===== src/rtl/vram_arbiter.sv =====
// Frame-memory arbiter: display scan reads always win, buffered pixel writes
// drain through the single RAM port during blanking, one access per cycle.
module vram_arbiter #(
    parameter int ADDR_W     = 19,
    parameter int COLOR_W    = 12,
    parameter int FIFO_DEPTH = 4
) (
    input  logic               clk_div,
    input  logic               rst,
    input  logic [9:0]         h_addr,
    input  logic [9:0]         v_addr,
    input  logic               disp_valid,
    input  logic               wr_valid,
    input  logic [ADDR_W-1:0]  wr_addr,
    input  logic [COLOR_W-1:0] wr_data,
    output logic               wr_ready,
    output logic [2:0]         wr_pending,
    output logic [ADDR_W-1:0]  mem_addr,
    output logic               mem_we,
    output logic [COLOR_W-1:0] mem_wdata,
    input  logic [COLOR_W-1:0] mem_rdata,
    output logic [23:0]        pix_data,
    output logic               pix_valid
);
    localparam int PW = $clog2(FIFO_DEPTH);
    localparam int CW = PW + 1;
    localparam int EW = ADDR_W + COLOR_W;

    typedef enum logic [1:0] {IDLE, SCAN, DRAIN} state_t;

    state_t                       state, state_nx;
    logic [FIFO_DEPTH-1:0][EW-1:0] fifo_q;
    logic [PW-1:0]                rd_ptr, wr_ptr;
    logic [CW-1:0]                count;
    logic                         push, pop;
    logic [2:0]                   vld_pipe;
    logic                         unused;

    // Rows 512..1023 alias rows 0..511, so the top row bit is dropped.
    assign unused = v_addr[9];

    always_comb begin
        state_nx = IDLE;
        if (disp_valid)
            state_nx = SCAN;
        else if (count != '0)
            state_nx = DRAIN;
    end

    assign wr_ready   = (count != CW'(FIFO_DEPTH));
    assign push       = wr_valid && wr_ready;
    assign pop        = (state_nx == DRAIN);
    assign wr_pending = 3'(count);
    assign mem_we     = (state == DRAIN);
    assign pix_valid  = vld_pipe[2];

    always_ff @(posedge clk_div) begin
        if (push)
            fifo_q[wr_ptr] <= {wr_addr, wr_data};
    end

    always_ff @(posedge clk_div) begin
        if (rst) begin
            state     <= IDLE;
            rd_ptr    <= '0;
            wr_ptr    <= '0;
            count     <= '0;
            mem_addr  <= '0;
            mem_wdata <= '0;
            vld_pipe  <= '0;
            pix_data  <= '0;
        end else begin
            state    <= state_nx;
            vld_pipe <= {vld_pipe[1:0], disp_valid};
            // vld_pipe[1] tags the RAM word arriving this cycle
            pix_data <= vld_pipe[1] ? {mem_rdata[11:8], 4'h0, mem_rdata[7:4], 4'h0,
                                       mem_rdata[3:0], 4'h0} : 24'h0;
            if (push)
                wr_ptr <= wr_ptr + 1'b1;
            if (pop)
                rd_ptr <= rd_ptr + 1'b1;
            if (push && !pop)
                count <= count + 1'b1;
            else if (!push && pop)
                count <= count - 1'b1;
            case (state_nx)
                SCAN:    mem_addr <= ADDR_W'({h_addr, v_addr[8:0]});
                DRAIN:   {mem_addr, mem_wdata} <= fifo_q[rd_ptr];
                default: ;
            endcase
        end
    end
endmodule


===== config.mk =====
export PLATFORM = sky130hd
export DESIGN_NAME = vram_arbiter
export DESIGN_NICKNAME = d
export VERILOG_FILES = /design/src/rtl/vram_arbiter.sv
export SDC_FILE = /design/constraint.sdc
export NUM_CORES = 1
export LEC_CHECK = 0
export BUFFER_PORTS_ARGS = -buffer_cell sky130_fd_sc_hd__buf_2
export CAP_MARGIN = 10
export CORE_ASPECT_RATIO = 0.75
export CORE_UTILIZATION = 40
export DETAILED_ROUTE_END_ITERATION = 7
export PLACE_DENSITY = 0.63
export SYNTH_ARGS = -nofsm -noshare
export SYNTH_HDL_FRONTEND = slang
export SYNTH_SLANG_ARGS = --single-unit

===== constraint.sdc =====
create_clock -name clk_div -period 2.1 [get_ports clk_div]
set_input_delay 0.42 -clock clk_div [delete_from_list [all_inputs] [get_ports clk_div]]
set_output_delay 0.42 -clock clk_div [all_outputs]
set_load 0.03 [all_outputs]

* After elaboration in Yosys (flattened, before gate mapping)
Index checks and enable logic that the tools add are counted.
** Storage, ports and cells
- Register bits :: 191
- Output and inout bits :: 61
** Cells by class
- Add/sub/neg operators :: 4
- $lt $le $gt $ge :: 3
- Eq/ne operators :: 4
- Muxes and demuxes :: 10
- Bitwise logic cells :: 1
- Reductions and logical operators :: 10
** Operators by type and width (count)
- $bwmux 124 :: 1
- $bmux 31 s2 :: 1
- $demux 31 s2 :: 1
- $mux 31 :: 2
- $pmux 19 s2 :: 1
- $lt 2x3->1 const B :: 2
- $mux 3 :: 2
- $add 2x1->2 const B :: 2
- $eq 2x2->1 const B :: 2
- $logic_and 1x1->1 :: 4
- $mux 2 :: 2
- $reduce_bool 2->1 :: 2
- $add 3x1->3 const B :: 1
- $ne 3x3->1 const B :: 1
- $reduce_bool 3->1 :: 1
- $sub 3x1->3 const B :: 1
- $eq 2x1->1 const B :: 1
- $ge 2x1->1 const B :: 1
- $logic_not 1->1 :: 2
- $reduce_or 2->1 :: 1
- $not 1->1 :: 1

* Logic depth before layout (Yosys ltp)
- Word-level depth :: 7
- Depth in mapped cells :: 8

* Least setup slack after synthesis
OpenSTA, ideal clock, no wires.
- Path kind :: register to register
- Start point :: reg count[0], in the netlist wr_pending[0]
- End point :: reg fifo_q[0] in the netlist's numbering (enable)
- Library setup time :: 391 ps
- Arrival :: 1919 ps
- Required time :: 1709 ps
- Slack :: -210 ps
- Cell stages (with the launch flop) :: 4
- Buffers on the path :: 0
- Clock period less this slack :: 2310 ps
- Cells stage by stage :: dfxtp_1 > nor3b_1 > inv_1 > and3_1
** Between the ends
- Word-level cells in the longest chain between the ends :: 2
** RTL lines
- start: declaration :: RTL line 34 : logic [CW-1:0] count;
- start signal: assignment :: RTL line 83 : count <= count + 1'b1;
- start signal: assignment :: RTL line 85 : count <= count - 1'b1;
- $ne 3x3->1 :: RTL line 50 : assign wr_ready = (count != CW'(FIFO_DEPTH));
- via wr_ready :: RTL line 16 : output logic wr_ready,
- $logic_and 1x1->1 :: RTL line 51 : assign push = wr_valid && wr_ready;
- end signal: indexed assignment :: RTL line 59 : fifo_q[wr_ptr] <= {wr_addr, wr_data};
- end: declaration :: RTL line 32 : logic [FIFO_DEPTH-1:0][EW-1:0] fifo_q;
The timed path passes the listed nets, and every way through them passes these cells.
A chain may end at the register's enable or synchronous reset.

* Worst setup path after layout
- Start point :: reg count[0], in the netlist wr_pending[0]
- End point :: reg count[2], in the netlist wr_pending[2]
** Between the ends
- Word-level cells in the longest chain between the ends :: 7
- Elaborated cells between the ends (all ways) :: 15
** RTL lines
- $reduce_bool 3->1 :: RTL line 46 : else if (count != '0)
- $mux 2 :: RTL line 46
- $mux 2 :: RTL line 44 : if (disp_valid)
- $eq 2x2->1 :: RTL line 52 : assign pop = (state_nx == DRAIN);
- $logic_not 1->1 :: RTL line 82 : if (push && !pop)
- $logic_and 1x1->1 :: RTL line 82
- $mux 3 or $reduce_bool 2->1 (tied branches)
Parallel ways exist; a longest one is shown, timed or not. The select of a mux whose other input is x is not followed.

==> flow_summary_export.csv <==
group,metric,value,unit
cells_and_area,fillCellCount,1357,
floorplan,die_x,149.8,um
logic_synthesis,syn_area,0.006553,mm^2
cells_and_area,diodes,0,
clocking,cts.root.buffer_cell,"clkbuf_16",
route,route.top_layer_used,"met5",
clocking,clk_latency,430,ps
pwr,vdd_ir_drop_max,0.0006280,V
logic_synthesis,synth_seq_area_share,73.32,%
logic_synthesis,synthAdderAreaFrac,1.260,%
logic_synthesis,synth_compound_area_share,5.194,%
critical_path,slowest_stage,"or3_4",
sta,worst_pin_slew,643.9,ps
critical_path,max_stage_delay,390,ps
sta,slew_violations,0,
logic_synthesis,synth_cell_type_count,31,
pwr,p_total,9.795,mW
logic_synthesis,synth_edf_count,124,
route,wl_met3,625,um
critical_path,cp_num_buf_inv,1,
critical_path,crit_path_end,"wr_pending[2]$_SDFFE_PP0P_",
cells_and_area,drive_above_1_share,41.62,%
critical_path,cp_num_cells,8,
global_route,grt_pass1_wl,19430,um
global_route,grt_max_degree,24,
critical_path,r2r.worst_path.cells,8,
logic_synthesis,synth.area.mux_share,11.09,%
clocking,cts_tree,"yes",
sta,rsz0062_at_grt,"false",
floorplan,die_height,112.8,um
pwr,p_seq_share,44.7,%
logic_synthesis,ys_async_sr_fraction,0,%
pwr,switching_share,27.48,%
logic_synthesis,yosysWarningCount,0,
route,wl_met1,5730,um
logic_synthesis,synth_top_family_by_area,"multiplexers",
clocking,path_clk_slew,60,ps
critical_path,worst_r2r_endpoint,"wr_pending[2]$_SDFFE_PP0P_",
logic_synthesis,yosys.area_share.simple,5.213,%
job,maxCapViolations,0,
floorplan,fp-row-count,40,
pwr,powerDensity,1213,mW/mm^2
sta,hold_slack,195.4,ps
clocking,clock_path_buffers,2,
route,post_drt_wl_per_cell,17.61,um
route,met2_length,5886,um
placement,dpl.hpwl,7999,um
cells_and_area,final_nets,555,
critical_path,criticalPathCategory,"reg -> reg",
logic_synthesis,ys.flop_type,"edfxtp_1",
placement,gp_congestion,0.6999,
critical_path,cp_max_fo,2,
pwr,pwr-share-comb,21.1,%
cells_and_area,final_cells,705,
logic_synthesis,avgSynthCellArea,18.72,um^2
sta,period_minus_slack,1993,ps
critical_path,crit_required,2450,ps
clocking,numCtsBuffers,17,
sta,period_share,94.88,%
critical_path,startpoint_type,"flop",
sta,setup-tns-final,0,ps
route,routed_via_density,4.974,
cells_and_area,area_delta_synth_final,23.24,%
route,ant_nets,0,
global_route,grt.total_usage,15.95,%
sta,max_slew_margin,56.99,%
pwr,power.internal,7.104,mW
clocking,clock_sinks,178,
route,wirelength,12420,um
sta,setup_viol,0,
sta,skew,7.939,ps
route,drtIter0Drc,203,
critical_path,crit_start,"wr_pending[0]$_SDFFE_PP0P_",
floorplan,start_util,40.91,%
placement,place_inst,672,
critical_path,end_kind,"flop",
sta,fmax,501.9,MHz
floorplan,die_area,0.01690,mm^2
logic_synthesis,synth-xor-area-share,0.2673,%
critical_path,crit_family,"simple AND/OR/NAND/NOR gates",
floorplan,coreArea,0.01602,mm^2
critical_path,rrSetupSlack,110,ps
outcome,outcome,"completed",
logic_synthesis,syn_inst,350,
pwr,static-leakage-power,3.067,nW
logic_synthesis,synth_seq_cells,178,
clocking,h-tree-depth,4,
route,vias,3507,
critical_path,arrival,2340,ps
critical_path,r2r_start,"wr_pending[0]$_SDFFE_PP0P_",
pwr,power.switching,2.692,mW
route,firstDrtPassIters,4,
sta,hold_viol_final,0,
global_route,overflow,0,
global_route,grt_pass1_vias,3508,
global_route,antenna_found_initial,1,
route,drt_drc_violations_left,0,
hold_path,hp-class,"in -> reg",
critical_path,worstPathCellList,"or3_4 > nand2_2 > ha_2 > inv_1 > fa_2 > xor2_1 > or3_1 > a21oi_1",
cells_and_area,final_core_util,50.42,%
placement,port_buffers,114,
pwr,p_clk_share,34.3,%
floorplan,ios,128,
-- state kept, by name, indices dropped and copies added (netlist names) --
name        flops
mem_wdata      12
fifo_q        124
rd_ptr          2
vld_pipe        2
pix_data       12
wr_ptr          2
mem_addr       19
wr_pending      3
state           2
-- stage by stage --
step | cell area (um^2) | worst slack, ps
finish | 8075 | 107.5
global route | 8075 | 11.91
CTS | 8065 | 52.54
detailed placement | 7433 | 76.77
global placement | 7433 | 98.86
floorplan | 6610 | 32.22
-- layer usage --
| layer | vias to the layer above | GRT usage, % |
|---|---|---|
| met5 | - | 0 |
| met4 | 2 | 6.869 |
| met3 | 16 | 4.476 |
| met2 | 99 | 24.63 |
| met1 | 1767 | 21.18 |
| li1 | 1623 | - |
-- what timing repair did --
item,in CTS,in global routing
buffers inserted,0,1
gates cloned,0,0
setup endpoints to repair,1,1
pin swaps,0,1
hold buffers,0,0
gates resized for setup,1,1
-- layout by cell type, fill, tap and decap left out, types with 5 or more instances in the layout --
master | synthesis | final
clkbuf_16 | 0 | 17
a221o_1 | 19 | 19
buf_4 | 13 | 11
and2_1 | 31 | 31
nor2b_1 | 5 | 5
mux4_2 | 29 | 29
edfxtp_1 | 124 | 124
buf_12 | 2 | 6
a22o_1 | 12 | 12
dfxtp_1 | 54 | 49
buf_2 | 6 | 114
conb_1 | 1 | 12
a21oi_1 | 5 | 5
inv_1 | 6 | 6
-- kinds of logic (layout without fill, tap and decap cells) --
kind of cell,after synthesis,after routing
buf+inv,35,169
simple gates,55,55
fa+ha+maj,6,6
mux,33,33
other cells,1,12
compound gates,40,40
xor+xnor,2,2
flops,178,178
-- worst min-delay path by stage --
| stage | start | end | cells after the start |
|---|---|---|---|
| after floorplan | state[0]$_SDFF_PP0_ | vld_pipe[1]$_SDFF_PP0_ | 1 |
| final | mem_rdata[6] | pix_data[14]$_SDFF_PP0_ | 2 |
| after global routing | mem_rdata[7] | pix_data[15]$_SDFF_PP0_ | 2 |
| after CTS | mem_rdata[7] | pix_data[15]$_SDFF_PP0_ | 2 |
| after global placement | state[0]$_SDFF_PP0_ | vld_pipe[1]$_SDFF_PP0_ | 1 |
| after detailed placement | state[0]$_SDFF_PP0_ | vld_pipe[1]$_SDFF_PP0_ | 1 |
-- power groups by stage --
stage               clock network (mW)  registers, mW  logic (mW)
global placement                     0           4.43        2.06
CTS                               3.42           4.38        2.10
floorplan                            0           4.76        1.14
finish                            3.36           4.37        2.06
global route                      3.58           4.42        2.23
detailed placement                   0           4.46        2.09
-- worst reg2reg max path: stages, from the launching register on --
cell and delay [ps]:
dfxtp_4 340, or3_4 390, nand2_2 60, ha_2 170, inv_1 50, fa_2 330
xor2_1 170, or3_1 300, a21oi_1 120
-- synth_stat cells (2+ instances only) --
cell type / n / share of area (%)
nand3_1: 3 / 0.23
a22o_1: 12 / 1.6
xor2_1: 2 / 0.27
o21ai_0: 4 / 0.31
edfxtp_1: 124 / 57
a221o_1: 19 / 2.9
inv_1: 6 / 0.34
clkbuf_1: 6 / 0.34
buf_12: 2 / 0.61
nor2b_1: 5 / 0.48
dfxtp_1: 54 / 16
or3_1: 2 / 0.19
and3_1: 4 / 0.38
buf_2: 6 / 0.46
buf_6: 2 / 0.34
mux4_2: 29 / 10
nor3_1: 2 / 0.15
and2_1: 31 / 3.0
a21oi_1: 5 / 0.38
mux4_1: 2 / 0.80
nor2_1: 4 / 0.23
ha_1: 5 / 0.95
buf_4: 13 / 1.5
-- final cells by class --
class                      count  area (um^2)  area share (%)
tap                          210        262.8           3.254
inverter                       6        22.52          0.2789
sequential                   178         4813           59.61
clock buffer                  18        429.2           5.315
multi-input combinational    148         1577           19.52
timing repair buffer         131        773.2           9.575
clock inverter                14        197.7           2.448
No activity file was read; power rests on OpenSTA's default activity.
